<file path="config.mk">
export PLATFORM = sky130hd
export DESIGN_NAME = weight_layer_streamer
export DESIGN_NICKNAME = d
export VERILOG_FILES = /design/src/rtl/weight_stream_pkg.sv /design/src/rtl/weight_skid_fifo.sv /design/src/rtl/weight_layer_streamer.sv
export SDC_FILE = /design/constraint.sdc
export NUM_CORES = 1
export LEC_CHECK = 0
export ABC_AREA = 1
export BUFFER_PORTS_ARGS = -buffer_cell sky130_fd_sc_hd__buf_2
export CAP_MARGIN = 10
export CORE_MARGIN = 2
export CORE_UTILIZATION = 52
export CTS_CLUSTER_SIZE = 12
export DETAILED_ROUTE_END_ITERATION = 8
export PLACE_DENSITY_LB_ADDON = 0.25
export SLEW_MARGIN = 0
export SYNTH_ARGS = -nofsm -noshare
export SYNTH_HDL_FRONTEND = slang
export SYNTH_SLANG_ARGS = --single-unit
</file>
<file path="constraint.sdc">
create_clock -name clk -period 4.1 [get_ports clk]
set_input_delay 0.615 -clock clk [delete_from_list [all_inputs] [get_ports clk]]
set_output_delay 0.615 -clock clk [all_outputs]
set_load 0.1 [all_outputs]
</file>
<file path="src/rtl/weight_stream_pkg.sv">
// Shared types and layer-geometry helpers for the weight layer streamer.
package weight_stream_pkg;

  // Layer codes; LAYER_ALL only appears as a layer-select value.
  typedef enum logic [1:0] {
    LAYER_ALL = 2'd0,
    LAYER_H1  = 2'd1,
    LAYER_H2  = 2'd2,
    LAYER_OUT = 2'd3
  } layer_e;

  typedef enum logic [1:0] {
    IDLE,
    RUN,
    DRAIN,
    DONE
  } state_e;

  function automatic int unsigned layer_fan_in(input layer_e layer, input int unsigned ni,
                                               input int unsigned n1, input int unsigned n2);
    case (layer)
      LAYER_H2:  return n1;
      LAYER_OUT: return n2;
      default:   return ni;
    endcase
  endfunction

  function automatic int unsigned layer_nodes(input layer_e layer, input int unsigned n1,
                                              input int unsigned n2, input int unsigned no);
    case (layer)
      LAYER_H2:  return n2;
      LAYER_OUT: return no;
      default:   return n1;
    endcase
  endfunction

  // Words in a layer: one weight per input plus a bias per node.
  function automatic int unsigned layer_size(input layer_e layer, input int unsigned ni,
                                             input int unsigned n1, input int unsigned n2,
                                             input int unsigned no);
    return layer_nodes(layer, n1, n2, no) * (layer_fan_in(layer, ni, n1, n2) + 1);
  endfunction

  // Layers are packed back to back in the flat memory.
  function automatic int unsigned layer_base(input layer_e layer, input int unsigned ni,
                                             input int unsigned n1, input int unsigned n2,
                                             input int unsigned no);
    case (layer)
      LAYER_H2:  return layer_size(LAYER_H1, ni, n1, n2, no);
      LAYER_OUT: return layer_size(LAYER_H1, ni, n1, n2, no) +
                        layer_size(LAYER_H2, ni, n1, n2, no);
      default:   return 0;
    endcase
  endfunction

endpackage

</file>
<file path="src/rtl/weight_skid_fifo.sv">
// Two-entry skid buffer holding {layer, addr, data} words; head drives the stream output.
module weight_skid_fifo #(
  parameter int unsigned WIDTH = 45
) (
  input  logic             clk,
  input  logic             rst,
  input  logic             flush,
  input  logic             push,
  input  logic [WIDTH-1:0] push_data,
  input  logic             out_ready,
  output logic             out_valid,
  output logic [WIDTH-1:0] out_data,
  output logic [1:0]       count
);

  logic [WIDTH-1:0] head_q, tail_q;
  logic [1:0]       count_q;
  logic             pop;

  assign out_valid = (count_q != 2'd0);
  assign pop       = out_valid & out_ready;
  assign count     = count_q;
  // Zero when empty so stale entries never show on the output bus.
  assign out_data  = out_valid ? head_q : '0;

  // Entry storage and occupancy; flush has priority over any push/pop.
  always_ff @(posedge clk or posedge rst) begin
    if (rst) begin
      head_q  <= '0;
      tail_q  <= '0;
      count_q <= 2'd0;
    end else if (flush) begin
      count_q <= 2'd0;
    end else begin
      case ({push, pop})
        2'b11: begin
          if (count_q == 2'd1) begin
            head_q <= push_data;
          end else begin
            head_q <= tail_q;
            tail_q <= push_data;
          end
        end
        2'b01: begin
          head_q  <= tail_q;
          count_q <= count_q - 2'd1;
        end
        2'b10: begin
          if (count_q == 2'd0) head_q <= push_data;
          else                 tail_q <= push_data;
          count_q <= count_q + 2'd1;
        end
        default: ;
      endcase
    end
  end

endmodule

</file>
<file path="src/rtl/weight_layer_streamer.sv">
// Streams weights from a flat 1-cycle-latency memory to main_net, tagged with layer code and
// in-layer address, under valid/ready backpressure. Optional feature macro:
// WEIGHT_STREAM_CHECKSUM_EN adds o_checksum, the XOR of every accepted word.
module weight_layer_streamer #(
  parameter int unsigned DATA_WIDTH                    = 32,
  parameter int unsigned LAYER_WIDTH                   = 2,
  parameter int unsigned NUMBER_OF_INPUT_NODE          = 2,
  parameter int unsigned NUMBER_OF_HIDDEN_NODE_LAYER_1 = 32,
  parameter int unsigned NUMBER_OF_HIDDEN_NODE_LAYER_2 = 32,
  parameter int unsigned NUMBER_OF_OUTPUT_NODE         = 3,
  parameter int unsigned WEIGHT_COUNTER_WIDTH          = 11
) (
  input  logic                            clk,
  input  logic                            rst,
  input  logic                            i_start,
  input  logic [LAYER_WIDTH-1:0]          i_layer_sel,
  input  logic                            i_abort,
  output logic                            o_mem_rd_en,
  output logic [WEIGHT_COUNTER_WIDTH-1:0] o_mem_addr,
  input  logic [DATA_WIDTH-1:0]           i_mem_rd_data,
  output logic                            o_weight_valid,
  input  logic                            i_weight_ready,
  output logic [LAYER_WIDTH-1:0]          o_weight_layer,
  output logic [WEIGHT_COUNTER_WIDTH-1:0] o_weight_addr,
  output logic [DATA_WIDTH-1:0]           o_weight,
  output logic                            o_busy,
  output logic                            o_load_weight_done
`ifdef WEIGHT_STREAM_CHECKSUM_EN
  ,
  output logic [DATA_WIDTH-1:0]           o_checksum
`endif
);

  import weight_stream_pkg::*;

  localparam int unsigned LW  = LAYER_WIDTH;
  localparam int unsigned WCW = WEIGHT_COUNTER_WIDTH;
  localparam int unsigned NI  = NUMBER_OF_INPUT_NODE;
  localparam int unsigned N1  = NUMBER_OF_HIDDEN_NODE_LAYER_1;
  localparam int unsigned N2  = NUMBER_OF_HIDDEN_NODE_LAYER_2;
  localparam int unsigned NO  = NUMBER_OF_OUTPUT_NODE;
  localparam int unsigned FW  = LW + WCW + DATA_WIDTH;

  localparam int unsigned Size1 = layer_size(LAYER_H1, NI, N1, N2, NO);
  localparam int unsigned Size2 = layer_size(LAYER_H2, NI, N1, N2, NO);
  localparam int unsigned Size3 = layer_size(LAYER_OUT, NI, N1, N2, NO);
  localparam int unsigned Base2 = layer_base(LAYER_H2, NI, N1, N2, NO);
  localparam int unsigned Base3 = layer_base(LAYER_OUT, NI, N1, N2, NO);
  localparam int unsigned Total = Base3 + Size3;

  if (Total > (1 << WCW)) begin : g_param_check
    $error("weight_layer_streamer: total weight words exceed 2**WEIGHT_COUNTER_WIDTH");
  end

  localparam logic [WCW-1:0] Last1  = WCW'(Size1 - 1);
  localparam logic [WCW-1:0] Last2  = WCW'(Size2 - 1);
  localparam logic [WCW-1:0] Last3  = WCW'(Size3 - 1);
  localparam logic [WCW-1:0] BaseV2 = WCW'(Base2);
  localparam logic [WCW-1:0] BaseV3 = WCW'(Base3);
  localparam logic [LW-1:0]  CodeH1 = LW'(LAYER_H1);
  localparam logic [LW-1:0]  CodeH2 = LW'(LAYER_H2);
  localparam logic [LW-1:0]  CodeO  = LW'(LAYER_OUT);

  state_e         state_q;
  logic [LW-1:0]  cur_layer_q;
  logic [WCW-1:0] cur_addr_q;
  logic           all_mode_q;
  logic           busy_q;
  logic           done_q;
  logic           in_flight_q;
  logic [LW-1:0]  rd_layer_q;
  logic [WCW-1:0] rd_addr_q;

  logic [WCW-1:0] cur_last, cur_base;
  logic           last_in_layer, last_read;
  logic           rd_en, pop, room, flush;
  logic [1:0]     fifo_count;
  logic [FW-1:0]  fifo_out;

  // Geometry of the layer currently being read.
  always_comb begin
    cur_last = Last1;
    cur_base = '0;
    case (cur_layer_q)
      CodeH2: begin
        cur_last = Last2;
        cur_base = BaseV2;
      end
      CodeO: begin
        cur_last = Last3;
        cur_base = BaseV3;
      end
      default: ;
    endcase
  end

  assign last_in_layer = (cur_addr_q == cur_last);
  assign last_read     = last_in_layer && (!all_mode_q || cur_layer_q == CodeO);
  assign pop           = o_weight_valid & i_weight_ready;
  // Issue only if the word is guaranteed a buffer slot when it returns.
  assign room          = ({1'b0, fifo_count} + {2'b00, in_flight_q}) < (3'd2 + {2'b00, pop});
  assign rd_en         = (state_q == RUN) && !i_abort && room;
  assign flush         = i_abort && (state_q == RUN || state_q == DRAIN);

  assign o_mem_rd_en        = rd_en;
  assign o_mem_addr         = rd_en ? (cur_base + cur_addr_q) : '0;
  assign o_busy             = busy_q;
  assign o_load_weight_done = done_q;

  // Control FSM: read sequencing, done flag and busy flag.
  always_ff @(posedge clk or posedge rst) begin
    if (rst) begin
      state_q     <= IDLE;
      cur_layer_q <= '0;
      cur_addr_q  <= '0;
      all_mode_q  <= 1'b0;
      busy_q      <= 1'b0;
      done_q      <= 1'b0;
    end else begin
      case (state_q)
        IDLE: begin
          if (i_start && !i_abort) begin
            state_q     <= RUN;
            busy_q      <= 1'b1;
            done_q      <= 1'b0;
            cur_addr_q  <= '0;
            all_mode_q  <= (i_layer_sel == '0);
            cur_layer_q <= (i_layer_sel == '0) ? CodeH1 : i_layer_sel;
          end
        end
        RUN: begin
          if (i_abort) begin
            state_q <= IDLE;
            busy_q  <= 1'b0;
          end else if (rd_en) begin
            if (last_read) begin
              state_q <= DRAIN;
            end else if (last_in_layer) begin
              cur_layer_q <= cur_layer_q + LW'(1);
              cur_addr_q  <= '0;
            end else begin
              cur_addr_q <= cur_addr_q + WCW'(1);
            end
          end
        end
        DRAIN: begin
          if (i_abort) begin
            state_q <= IDLE;
            busy_q  <= 1'b0;
          end else if (pop && fifo_count == 2'd1 && !in_flight_q) begin
            state_q <= DONE;
            busy_q  <= 1'b0;
            done_q  <= 1'b1;
          end
        end
        default: state_q <= IDLE;
      endcase
    end
  end

  // Tag each issued read so the returning word carries its layer and in-layer address.
  always_ff @(posedge clk or posedge rst) begin
    if (rst) begin
      in_flight_q <= 1'b0;
      rd_layer_q  <= '0;
      rd_addr_q   <= '0;
    end else begin
      in_flight_q <= rd_en;
      if (rd_en) begin
        rd_layer_q <= cur_layer_q;
        rd_addr_q  <= cur_addr_q;
      end
    end
  end

  weight_skid_fifo #(
    .WIDTH(FW)
  ) u_skid (
    .clk      (clk),
    .rst      (rst),
    .flush    (flush),
    .push     (in_flight_q),
    .push_data({rd_layer_q, rd_addr_q, i_mem_rd_data}),
    .out_ready(i_weight_ready),
    .out_valid(o_weight_valid),
    .out_data (fifo_out),
    .count    (fifo_count)
  );

  assign {o_weight_layer, o_weight_addr, o_weight} = fifo_out;

`ifdef WEIGHT_STREAM_CHECKSUM_EN
  logic [DATA_WIDTH-1:0] checksum_q;
  assign o_checksum = checksum_q;

  // Running XOR of accepted words, restarted by an accepted start.
  always_ff @(posedge clk or posedge rst) begin
    if (rst) begin
      checksum_q <= '0;
    end else if (state_q == IDLE && i_start && !i_abort) begin
      checksum_q <= '0;
    end else if (pop) begin
      checksum_q <= checksum_q ^ o_weight;
    end
  end
`endif

endmodule

</file>
# ---- Word level (Yosys, flattened, before mapping)
# Cells that the tools add are included.
# Widths: inputs -> output; s select.
dict set report word_totals {
  word_cells 116
  out_inout_bits 60
  regBits 124
}
dict set report op_classes {
  n_eq_ne 23
  n_bitwise 2
  addsub 7
  order_cmp 1
  reduce_logical 30
  n_mux 41
}
# cell n
set ops {}
lappend ops {{$mux 45} 5}
lappend ops {{$pmux 45 s3} 1}
lappend ops {{$pmux 45 s2} 1}
lappend ops {{$mux 11} 6}
lappend ops {{$pmux 11 s2} 3}
lappend ops {{$mux 2} 13}
lappend ops {{$ne 2x2->1 const B} 9}
lappend ops {{$reduce_and 4->1} 4}
lappend ops {{$add 11x1->11 const B} 1}
lappend ops {{$add 11x11->11} 1}
lappend ops {{$eq 11x11->1} 1}
lappend ops {{$eq 2x2->1 const B} 5}
lappend ops {{$reduce_bool 3->1} 3}
lappend ops {{$pmux 2 s2} 2}
lappend ops {{$reduce_bool 2->1} 4}
lappend ops {{$logic_and 1x1->1} 7}
lappend ops {{$mux 1} 7}
lappend ops {{$eq 2x1->1 const B} 3}
lappend ops {{$logic_not 2->1} 3}
lappend ops {{$ne 3x3->1 const B} 2}
lappend ops {{$pmux 2 s3} 1}
lappend ops {{$reduce_and 6->1} 1}
lappend ops {{$reduce_and 5->1} 1}
lappend ops {{$add 2x1->2 const B} 2}
lappend ops {{14 further kinds} 18}

# ---- Depth between registers and ports, before layout
# Gate-level depths: netlist of run 1.
dict set report depth {
  depth_word 8
  mapped_depth 14
  depth_no_buf 14
}

# ---- Cells and area by module
# A second synthesis of run 1 with hierarchy kept.
dict set report unflattened {
  cells_unflattened 1089
  area_unflattened_um2 7594.8
}
# module instances area_each_um2 seq_area_each_um2 cells_per_inst
set by_module_without_submodules {}
lappend by_module_without_submodules {weight_skid_fifo 1 5562.8 2302.2 808}
lappend by_module_without_submodules {weight_layer_streamer 1 2031.9 800.8 281}

# ---- Worst setup path before layout of run 1
# Ideal clock, no wire load.
dict set report synth_timing {
  path_type {register to output}
  from {reg u_skid.count_q[0], in the netlist u_skid.count[0]}
  to {out o_mem_addr[10]}
  stages_incl_launch_ff 9
  slack_ps -437
  path_buffers 1
  t_arrival_ps 3922
  required_time_ps 3485
  path_cell_list {dfrtp_1 > inv_1 > ha_1 > inv_2 > nand3_1 > a21oi_1 > nand2_1 > buf_2 > nor3b_1}
}
dict set report synth_between {
  elab_chain_len 6
}
# item line
set synth_lines {}
lappend synth_lines {{from (decl)} weight_skid_fifo.sv:17} ;# logic [1:0] count_q;
lappend synth_lines {{from (signal assigned)} weight_skid_fifo.sv:46} ;# count_q <= count_q - 2'd1;
lappend synth_lines {{from (signal assigned)} weight_skid_fifo.sv:51} ;# count_q <= count_q + 2'd1;
lappend synth_lines {{$reduce_bool 2->1} weight_skid_fifo.sv:20} ;# assign out_valid = (count_q != 2'd0);
lappend synth_lines {{via o_weight_valid} weight_layer_streamer.sv:21} ;# output logic o_weight_valid,
lappend synth_lines {{$and 1x1->1} weight_layer_streamer.sv:99} ;# assign pop = o_weight_valid & i_weight_ready;
lappend synth_lines {{$add 2x1->3} weight_layer_streamer.sv:101} ;# assign room = ({1'b0, fifo_count} + {2'b00, in_flight_q}) < (3'd2 + {2'b00, pop});
lappend synth_lines {{$lt 3x3->1} weight_layer_streamer.sv:101}
lappend synth_lines {{$logic_and 1x1->1} weight_layer_streamer.sv:102} ;# assign rd_en = (state_q == RUN) && !i_abort && room;
lappend synth_lines {{$mux 11} weight_layer_streamer.sv:106} ;# assign o_mem_addr = rd_en ? (cur_base + cur_addr_q) : '0;
lappend synth_lines {{to (decl)} weight_layer_streamer.sv:19} ;# output logic [WEIGHT_COUNTER_WIDTH-1:0] o_mem_addr,
# The timed path passes the listed nets, and every way through them passes these cells.

# ---- Worst setup path in the final report of run 1
dict set report layout_timing {
  from {reg in_flight_q}
  to {out o_mem_addr[8]}
}
dict set report layout_between {
  elab_chain_len 4
}
# item line
set layout_lines {}
lappend layout_lines {{from (decl)} weight_layer_streamer.sv:70} ;# logic in_flight_q;
lappend layout_lines {{from (signal assigned)} weight_layer_streamer.sv:168} ;# in_flight_q <= rd_en;
lappend layout_lines {{$add 2x1->3} weight_layer_streamer.sv:101}
lappend layout_lines {{$lt 3x3->1} weight_layer_streamer.sv:101}
lappend layout_lines {{$logic_and 1x1->1} weight_layer_streamer.sv:102}
lappend layout_lines {{$mux 11} weight_layer_streamer.sv:106}
# Every way passes these cells.

==> results.md, run 1 <==
* Status: finished, final reports clean
* Count of hold-fix buffers inserted at cts at 0
* Post-layout min period at 3.42 ns
* Setup Crit Path Kind: reg -> out
* Worst-path fanout max at 24
* Largest net degree at the start of global routing at 91
* CTS tree: yes
* Antenna Cells at 0
* Number of global-route vias before repair at 5,893
* Mapped Nets at 1,041
* Post-route ant nets at 0
* M1 GR Usage at 0.329
* Avg WL per Cell at 13.3 microns
* Setup crit start kind: flip-flop
* GR peak layer: met2
* Warnings, synthesis at 0
* Final HPWL DP at 10.3 mm
* Final Max Slew Viols at 0
* Relative slew slack at 0.333
* Crit path DAT at 2.80 ns
* Drt pass-1 iters at 5
* Worst-path clk slew at 0.06 ns
* Synthesized area per cell at 7.19 sq um
* Setup Buffers After CTS at 0
* M2 GR Usage at 0.386
* CTS max path bufs at 2
* Sequential area share after synthesis at 0.438
* Layout Skew at 0.00785 ns
* Remaining DRCs at 0
* # port buffers at 98
* Reg2reg path depth at 10
* CORE AREA at 0.0133 sq mm
* Worst slew pin tran at 1.00 ns
* # H-tree levels at 4
* Initial antenna violation count at 0
* Final #Nets at 1,105
* Vias/cell at 5.16
* Grt total ovfl at 0
* GP Congestion at 0.833
* Fin crit share at 0.833
* Synthesized area at 0.00708 sq mm
* Total GRT Usage at 0.241
* Vias at 6,384
* Fmax at 293 MHz
* Final Hold Vio Count at 0
* Iteration-0 DRC Markers at 555
* Root Buffer Master: clkbuf_16
* First-pass GRT wire length at 28.0 mm
* Clock Sinks at 124
* Hold slack at 0.396 ns
* Die Wd at 121 microns
* Post-synthesis cell count at 984
* Met3 global-route usage at 0.0509
* Post-synthesis cell type count at 32
* Clock latency on the worst-skew pair at 0.42 ns
* Routed wire length at 16.4 mm
* Setup TNS at 0 ns
* Post-cts sizing count at 0
* CTS buffer count at 17
* Die Height at 121 microns
* Area growth from synthesis to layout at 16.5%
* CP endpoint kind: output pin
* RSZ-0062 raised after global routing: no
* Yosys reg bits at 124
* Die Area at 0.0146 sq mm
* WP data required at 3.48 ns
* Hold Path Class: in -> async
* IO Count at 99
* Share of layout cells above drive strength 1 at 0.150
* Starting Density at 0.532
* # Max-Cap Violations at 0
* Core Rows at 42
* Final setup violating endpoints at 0
[layer usage]
metal	wire, microns	up-vias
li1	-	3295
met1	7900	2935
met2	7600	142
met3	713	12
met4	191	0
met5	0	-
[registers in the layout, indices dropped and copies added (netlist names), 2 cells and up]
signal and count:
state_q 2, rd_layer_q 2, cur_addr_q 11, u_skid.count 2
u_skid.tail_q 45, rd_addr_q 11, cur_layer_q 2, u_skid.head_q 45
[through the flow]
step / util / cells / worst slack [ns] / instance area [sq um]
5_1_grt: 0.620 / 1237 / 0.528 / 8250
3_5_place_dp: 0.576 / 1205 / 1.10 / 7660
3_3_place_gp: 0.576 / 1205 / 1.16 / 7660
6_report: 0.620 / 1237 / 0.683 / 8250
4_1_cts: 0.620 / 1237 / 0.673 / 8250
2_1_floorplan: - / 984 / 0.185 / 7090
[cell families after synthesis]
| kind of cell | synth area share |
|---|---|
| adders and majority gates | 0.0329 |
| xor gates and xnor gates | 0.00866 |
| DFF | 0.438 |
| muxes | 0.00141 |
| buffers and inverters | 0.106 |
| and+or+nand+nor | 0.211 |
| AOI/OAI and AO/OA | 0.201 |
[Yosys cell counts, drive strengths merged]
library cell | count | area (sq um)
nand3 | 23 | 120
a21oi | 54 | 274
a21boi | 1 | 11.3
mux2i | 1 | 10.0
buf | 29 | 145
o31ai | 1 | 7.51
nor3 | 2 | 10.0
clkinv | 1 | 3.75
nand2 | 221 | 847
o21ai | 156 | 781
nor2 | 126 | 483
inv | 129 | 484
fa | 1 | 20.0
ha | 17 | 213
xnor2 | 1 | 8.76
a31oi | 46 | 288
o211ai | 2 | 20.0
o21bai | 6 | 45.0
clkbuf | 32 | 120
dfrtp | 124 | 3100
nand4 | 4 | 25.0
nor3b | 1 | 7.51
xor2 | 6 | 52.6
[layout make-up]
type                            count  area [sq um]
Fill cell                        1240          5050
Multi-Input combinational cell    669          3260
Sequential cell                   124          3100
Timing Repair Buffer              106           588
Clock buffer                       25           505
Inverter                          130           490
Tap cell                          176           220
Clock inverter                      7          85.1
[worst paths after layout]
kind / slack [ns] / to / start
min in group clk: 0.40 / all_mode_q$_DFFE_PP0P_ / i_layer_sel[0]
worst min-delay path: 0.40 / rd_addr_q[3]$_DFFE_PP0P_ / rst
worst max register to register: 1.34 / u_skid.tail_q[9]$_DFFE_PP0P_ / u_skid.count[0]$_DFFE_PP0P_
max in group asynchronous: 2.89 / u_skid.tail_q[26]$_DFFE_PP0P_ / rst
worst max-delay path: 0.68 / o_mem_addr[8] / in_flight_q$_DFF_PP0_
worst min register to register: 0.48 / o_busy$_DFFE_PP0P_ / o_busy$_DFFE_PP0P_
[critical path, stage by stage, from the launching register on]
cell and delay [ns]:
dfrtp_1 0.43, ha_1 0.22, ha_1 0.26, a21oi_1 0.26, nand2_1 0.08, buf_4 0.23, inv_2 0.22, o21ai_0 0.15
a21oi_2 0.12, buf_2 0.43
[cell usage in the layout, fill, tap and decap left out, types with 17 or more instances in the layout]
master     count
a21oi_1       52
a31oi_1       46
buf_2         98
clkbuf_16     17
dfrtp_1      124
inv_1        123
nand2_1      216
nand3_1       22
nor2_1       122
o21ai_0      156
Power of run 1 is left out: the tool's default activity adds up to more than one toggle a clock period on the data nets, which glitch-free logic cannot reach.
==> run 2, diff against run 1 <==
Clock period 4.1 ns to 2.7 ns, I/O delays scaled along.
==> results.md, run 2 (same netlist as run 1, synthesis figures left out) <==
* Hold slack at 0.128 ns (was 0.396 ns)
* Die Wd at 121 microns (unchanged)
* Status: complete, but fails checks (was finished, final reports clean)
* Area growth from synthesis to layout at 24.3% (was 16.5%)
* Setup Crit Path Kind: reg -> out (unchanged)
* WP data required at 2.30 ns (was 3.48 ns)
* Count of hold-fix buffers inserted at cts at 0 (unchanged)
* Violated checks: setup timing
* CTS max path bufs at 2 (unchanged)
* Most frequent cells in the layout: nand2_1 (215), o21ai_0 (154), dfrtp_1 (123) (was nand2_1 (216), o21ai_0 (156), dfrtp_1 (124))
* Drt pass-1 iters at 5 (unchanged)
* # port buffers at 98 (unchanged)
* # Max-Cap Violations at 0 (unchanged)
* Crit path DAT at 2.33 ns (was 2.80 ns)
* Root Buffer Master: clkbuf_16 (unchanged)
* Number of global-route vias before repair at 6,082 (was 5,893)
* # H-tree levels at 4 (unchanged)
* Starting Density at 0.532 (unchanged)
* First-pass GRT wire length at 28.8 mm (was 28.0 mm)
* Final setup margin at -0.0365 ns (was 0.683 ns)
* Final HPWL DP at 11.0 mm (was 10.3 mm)
* Vias/cell at 5.23 (was 5.16)
* Avg WL per Cell at 13.5 microns (was 13.3 microns)
* Hold Path Class: in -> async (unchanged)
* Largest registers: u_skid.head_q: 45 flops, u_skid.tail_q: 45 flops (unchanged)
* Die Height at 121 microns (unchanged)
* Clock Sinks at 124 (unchanged)
* IO Count at 99 (unchanged)
* Post-route ant nets at 0 (unchanged)
* Worst slew pin tran at 0.807 ns (was 1.00 ns)
* CORE AREA at 0.0133 sq mm (unchanged)
* GP Congestion at 0.879 (was 0.833)
* Layout Skew at 0.00761 ns (was 0.00785 ns)
* CTS tree: yes (unchanged)
* Final Hold Vio Count at 0 (unchanged)
* Routed wire length at 17.1 mm (was 16.4 mm)
* Grt total ovfl at 0 (unchanged)
* Final Max Slew Viols at 0 (unchanged)
* CP endpoint kind: output pin (unchanged)
* Largest net degree at the start of global routing at 69 (was 91)
* Final setup violating endpoints at 2 (was 0)
* Core Rows at 42 (unchanged)
* Fin crit share at 1.01
* Vias at 6,595 (was 6,384)
* Worst-path clk slew at 0.06 ns (about the same)
* Setup crit start kind: flip-flop (unchanged)
* Total GRT Usage at 0.246 (was 0.241)
* Fin util at 0.662 (was 0.620)
* Die Area at 0.0146 sq mm (unchanged)
* Final #Nets at 1,129 (was 1,105)
* Fmax at 365 MHz
* CTS buffer count at 17 (unchanged)
* Initial antenna violation count at 1 (was 0)
* Most common cell after layout, fill and taps aside: nand2_1 (unchanged)
* Remaining DRCs at 0 (unchanged)
* Setup TNS at -0.0432 ns (was 0 ns)
* Post-layout min period at 2.74 ns
* Worst-path fanout max at 3 (was 24)
* Iteration-0 DRC Markers at 476 (was 555)
* RSZ-0062 raised after global routing: yes (was no)
* Clock latency on the worst-skew pair at 0.42 ns (about the same)
* Share of layout cells above drive strength 1 at 0.188 (was 0.150)
* Relative slew slack at 0.461 (was 0.333)
run 2: cell count changes in the layout (fill, tap and decap cells not counted), moves of 3 or more:
cell | before | now
clkinvlp_4 | 0 | 5
buf_12 | 3 | 18
nor2_4 | 0 | 7
inv_1 | 123 | 120
nor2_1 | 122 | 115
ha_1 | 14 | 11
buf_4 | 5 | 24
buf_2 | 98 | 86
run 2: final timing paths:
kind                                        startpoint                              to  slack, ns  cells past startpoint
hold reg to reg               rd_addr_q[7]$_DFFE_PP0P_        rd_addr_q[7]$_DFFE_PP0P_       0.49                      2
min in group clk                        i_layer_sel[0]          all_mode_q$_DFFE_PP0P_       0.18                      2
max in group asynchronous                          rst   u_skid.tail_q[10]$_DFFE_PP0P_       1.89                      3
setup reg to reg           u_skid.count[0]$_DFFE_PP0P_    u_skid.tail_q[6]$_DFFE_PP0P_       0.39                     11
setup / recovery            cur_layer_q[0]$_DFFE_PP0P_                   o_mem_addr[9]      -0.04                     10
hold / removal                                     rst  o_load_weight_done$_DFFE_PP0P_       0.13                      2
run 2: routing by layer:
layer / GRT usage / share of wire / up-vias
met1: 0.322 / 0.45 / 3050
met4: 0.0821 / 0.014 / 0
met2: 0.410 / 0.48 / 183
met5: 0 / 0 / -
li1: - / - / 3339
met3: 0.0467 / 0.049 / 23
run 2: what timing repair did:
item | in CTS | in global routing
buffers inserted | 8 | 3
resized for setup | 19 | 11
pin swaps | 6 | 6
setup endpoints to repair | 10 | 7
run 2: layout make-up:
type / instances / area, sq um
repair buffers: 130 / 993
diodes: 1 / 2.50
well taps: 176 / 220
inverters: 130 / 504
fillers: 1154 / 4490
clock inverters: 10 / 114
clock buffers: 22 / 484
flip-flops and latches: 124 / 3100
multi-input cells: 669 / 3380
run 2: per-stage QoR:
step / area, sq um / setup WS (ns) / instances
after floorplan: 7130 / -0.539 / 984
after global placement: 8010 / 0.202 / 1218
after detailed placement: 8010 / 0.160 / 1218
after CTS: 8740 / -0.0469 / 1258
after global routing: 8800 / -0.102 / 1262
final: 8800 / -0.0365 / 1262
run 2: critical path: stages (launching register included):
cell and delay [ns]:
dfrtp_1 0.42, inv_2 0.10, ha_4 0.16, ha_4 0.13, inv_2 0.03, fa_2 0.37, nor2_4 0.14, o21ai_2 0.06
xor2_1 0.17, nor2_2 0.14, buf_12 0.19
Power of run 2 is left out for the same reason.
==> run 3, diff against run 2 <==
Settings changed: REMOVE_ABC_BUFFERS set to 1.
==> results.md, run 3 (same netlist as run 1, synthesis figures left out) <==
* GP Congestion at 0.897 (was 0.879)
* Final setup margin at -0.0268 ns (was -0.0365 ns)
* Setup Crit Path Kind: reg -> out (unchanged)
* Largest registers: u_skid.head_q: 45 flops, u_skid.tail_q: 45 flops (unchanged)
* Final Max Slew Viols at 0 (unchanged)
* Setup crit start kind: flip-flop (unchanged)
* Post-layout min period at 2.73 ns (was 2.74 ns)
* Slowest cell delay on critical path at 0.40 ns (was 0.42 ns)
* Number of global-route vias before repair at 5,820 (was 6,082)
* CP endpoint kind: output pin (unchanged)
* # port buffers at 98 (unchanged)
* Remaining DRCs at 0 (unchanged)
* Core Rows at 42 (unchanged)
* Routed wire length at 16.5 mm (was 17.1 mm)
* CTS buffer count at 17 (unchanged)
* Worst-path fanout max at 4 (was 3)
* # H-tree levels at 4 (unchanged)
* Grt total ovfl at 0 (unchanged)
* Drt pass-1 iters at 5 (unchanged)
* Vias/cell at 5.19 (was 5.23)
* Largest net degree at the start of global routing at 91 (was 69)
* Die Wd at 121 microns (unchanged)
* Die Height at 121 microns (unchanged)
* Antenna Cells at 0 (was 1)
* Post-route ant nets at 0 (unchanged)
* Crit path DAT at 2.32 ns (was 2.33 ns)
* CTS tree: yes (unchanged)
* Starting Density at 0.532 (unchanged)
* Final setup violating endpoints at 1 (was 2)
* Hold Path Class: in -> reg (was in -> async)
* Clock Sinks at 124 (unchanged)
* Layout Skew at 0.00627 ns (was 0.00761 ns)
* Die Area at 0.0146 sq mm (unchanged)
* RSZ-0062 raised after global routing: yes (unchanged)
* IO Count at 99 (unchanged)
* Iteration-0 DRC Markers at 608 (was 476)
* Vias at 6,528 (was 6,595)
* Total GRT Usage at 0.233 (was 0.246)
* Critical-path top delay cell: dfrtp_1 (unchanged)
* CORE AREA at 0.0133 sq mm (unchanged)
* CTS max path bufs at 2 (unchanged)
* Area growth from synthesis to layout at 23.9% (was 24.3%)
* Setup TNS at -0.0268 ns (was -0.0432 ns)
* # Max-Cap Violations at 0 (unchanged)
* WP data required at 2.30 ns (about the same)
* Worst-path clk slew at 0.05 ns (was 0.06 ns)
* Initial antenna violation count at 0 (was 1)
* Fmax at 367 MHz (was 365 MHz)
* Relative slew slack at 0.659 (was 0.461)
* Final #Nets at 1,126 (was 1,129)
* Worst slew pin tran at 0.512 ns (was 0.807 ns)
* Final HPWL DP at 10.3 mm (was 11.0 mm)
* Violated checks: setup timing (unchanged)
* Share of layout cells above drive strength 1 at 0.182 (was 0.188)
* Final Hold Vio Count at 0 (unchanged)
* Worst path cell trace: inv_2 -> ha_4 -> ha_4 -> inv_2 -> fa_2 -> nor2_4 -> o21ai_2 -> xor2_2 -> nor2_2 -> buf_12 (was inv_2 -> ha_4 -> ha_4 -> inv_2 -> fa_2 -> nor2_4 -> o21ai_2 -> xor2_1 -> nor2_2 -> buf_12)
* Avg WL per Cell at 13.1 microns (was 13.5 microns)
* First-pass GRT wire length at 27.5 mm (was 28.8 mm)
* Fin crit share at 1.01 (about the same)
* Root Buffer Master: clkbuf_16 (unchanged)
* Most common cell after layout, fill and taps aside: nand2_1 (unchanged)
* Clock latency on the worst-skew pair at 0.41 ns (was 0.42 ns)
* Status: complete, but fails checks (unchanged)
* Pre-CTS setup slack at 0.154 ns (was 0.160 ns)
* Most frequent cells in the layout: nand2_1 (215), o21ai_0 (155), dfrtp_1 (124) (was nand2_1 (215), o21ai_0 (154), dfrtp_1 (123))
-- run 3: stage by stage --
step / hold slack [ns] / cell area (sq um) / utilization / instances
2_1_floorplan: 0.452 / 6810 / - / 923
3_3_place_gp: 0.429 / 7970 / 0.600 / 1216
3_5_place_dp: 0.431 / 7970 / 0.600 / 1216
4_1_cts: 0.192 / 8740 / 0.657 / 1257
5_1_grt: 0.190 / 8770 / 0.660 / 1258
6_report: 0.196 / 8770 / 0.660 / 1258
-- run 3: critical path, delay by kind of cell, from the launching register on --
kind | cells | cell delay (ns)
AOI/OAI and AO/OA | 1 | 0.08
xor gates and xnor gates | 1 | 0.18
adders and majority gates | 3 | 0.65
buffers and inverters | 3 | 0.31
DFF | 1 | 0.40
and+or+nand+nor | 2 | 0.27
-- run 3: area by class of cell --
type / count / area [sq um]
Multi-Input combinational cell: 669 / 3350
Clock buffer: 22 / 484
Inverter: 130 / 490
Clock inverter: 10 / 138
Tap cell: 176 / 220
Fill cell: 1094 / 4520
Sequential cell: 124 / 3100
Timing Repair Buffer: 127 / 991
-- run 3: path summary, 6_finish.rpt --
check                                            start                       endpoint  slack [ns]  cells after the start
max                         cur_layer_q[0]$_DFFE_PP0P_                  o_mem_addr[9]       -0.03                     10
max in group asynchronous                          rst   u_skid.head_q[8]$_DFFE_PP0P_        1.41                      4
min in group asynchronous                          rst             o_busy$_DFFE_PP0P_        0.53                      3
min                                     i_layer_sel[1]         all_mode_q$_DFFE_PP0P_        0.20                      2
max reg2reg                u_skid.count[1]$_DFFE_PP0P_  u_skid.head_q[29]$_DFFE_PP0P_        0.49                      8
min reg2reg                  rd_addr_q[10]$_DFFE_PP0P_      rd_addr_q[10]$_DFFE_PP0P_        0.48                      2
-- run 3: metal layers --
| metal | up-vias | share of wire | global-route usage |
|---|---|---|---|
| met2 | 171 | 0.48 | 0.380 |
| met5 | - | 0 | 0 |
| met4 | 0 | 0.0075 | 0.0647 |
| met1 | 3000 | 0.47 | 0.316 |
| li1 | 3342 | - | - |
| met3 | 15 | 0.046 | 0.0495 |
-- run 3: repair_timing --
| item | 4_1_cts | 5_1_grt |
|---|---|---|
| gates resized for setup | 17 | 7 |
| hold buffers | 1 | 0 |
| setup endpoints to repair | 9 | 9 |
| cloned | 0 | 0 |
| buffers inserted | 8 | 1 |
| hold endpoints to repair | 27 | 0 |
| pin swaps | 8 | 5 |
Power of run 3 is left out for the same reason.
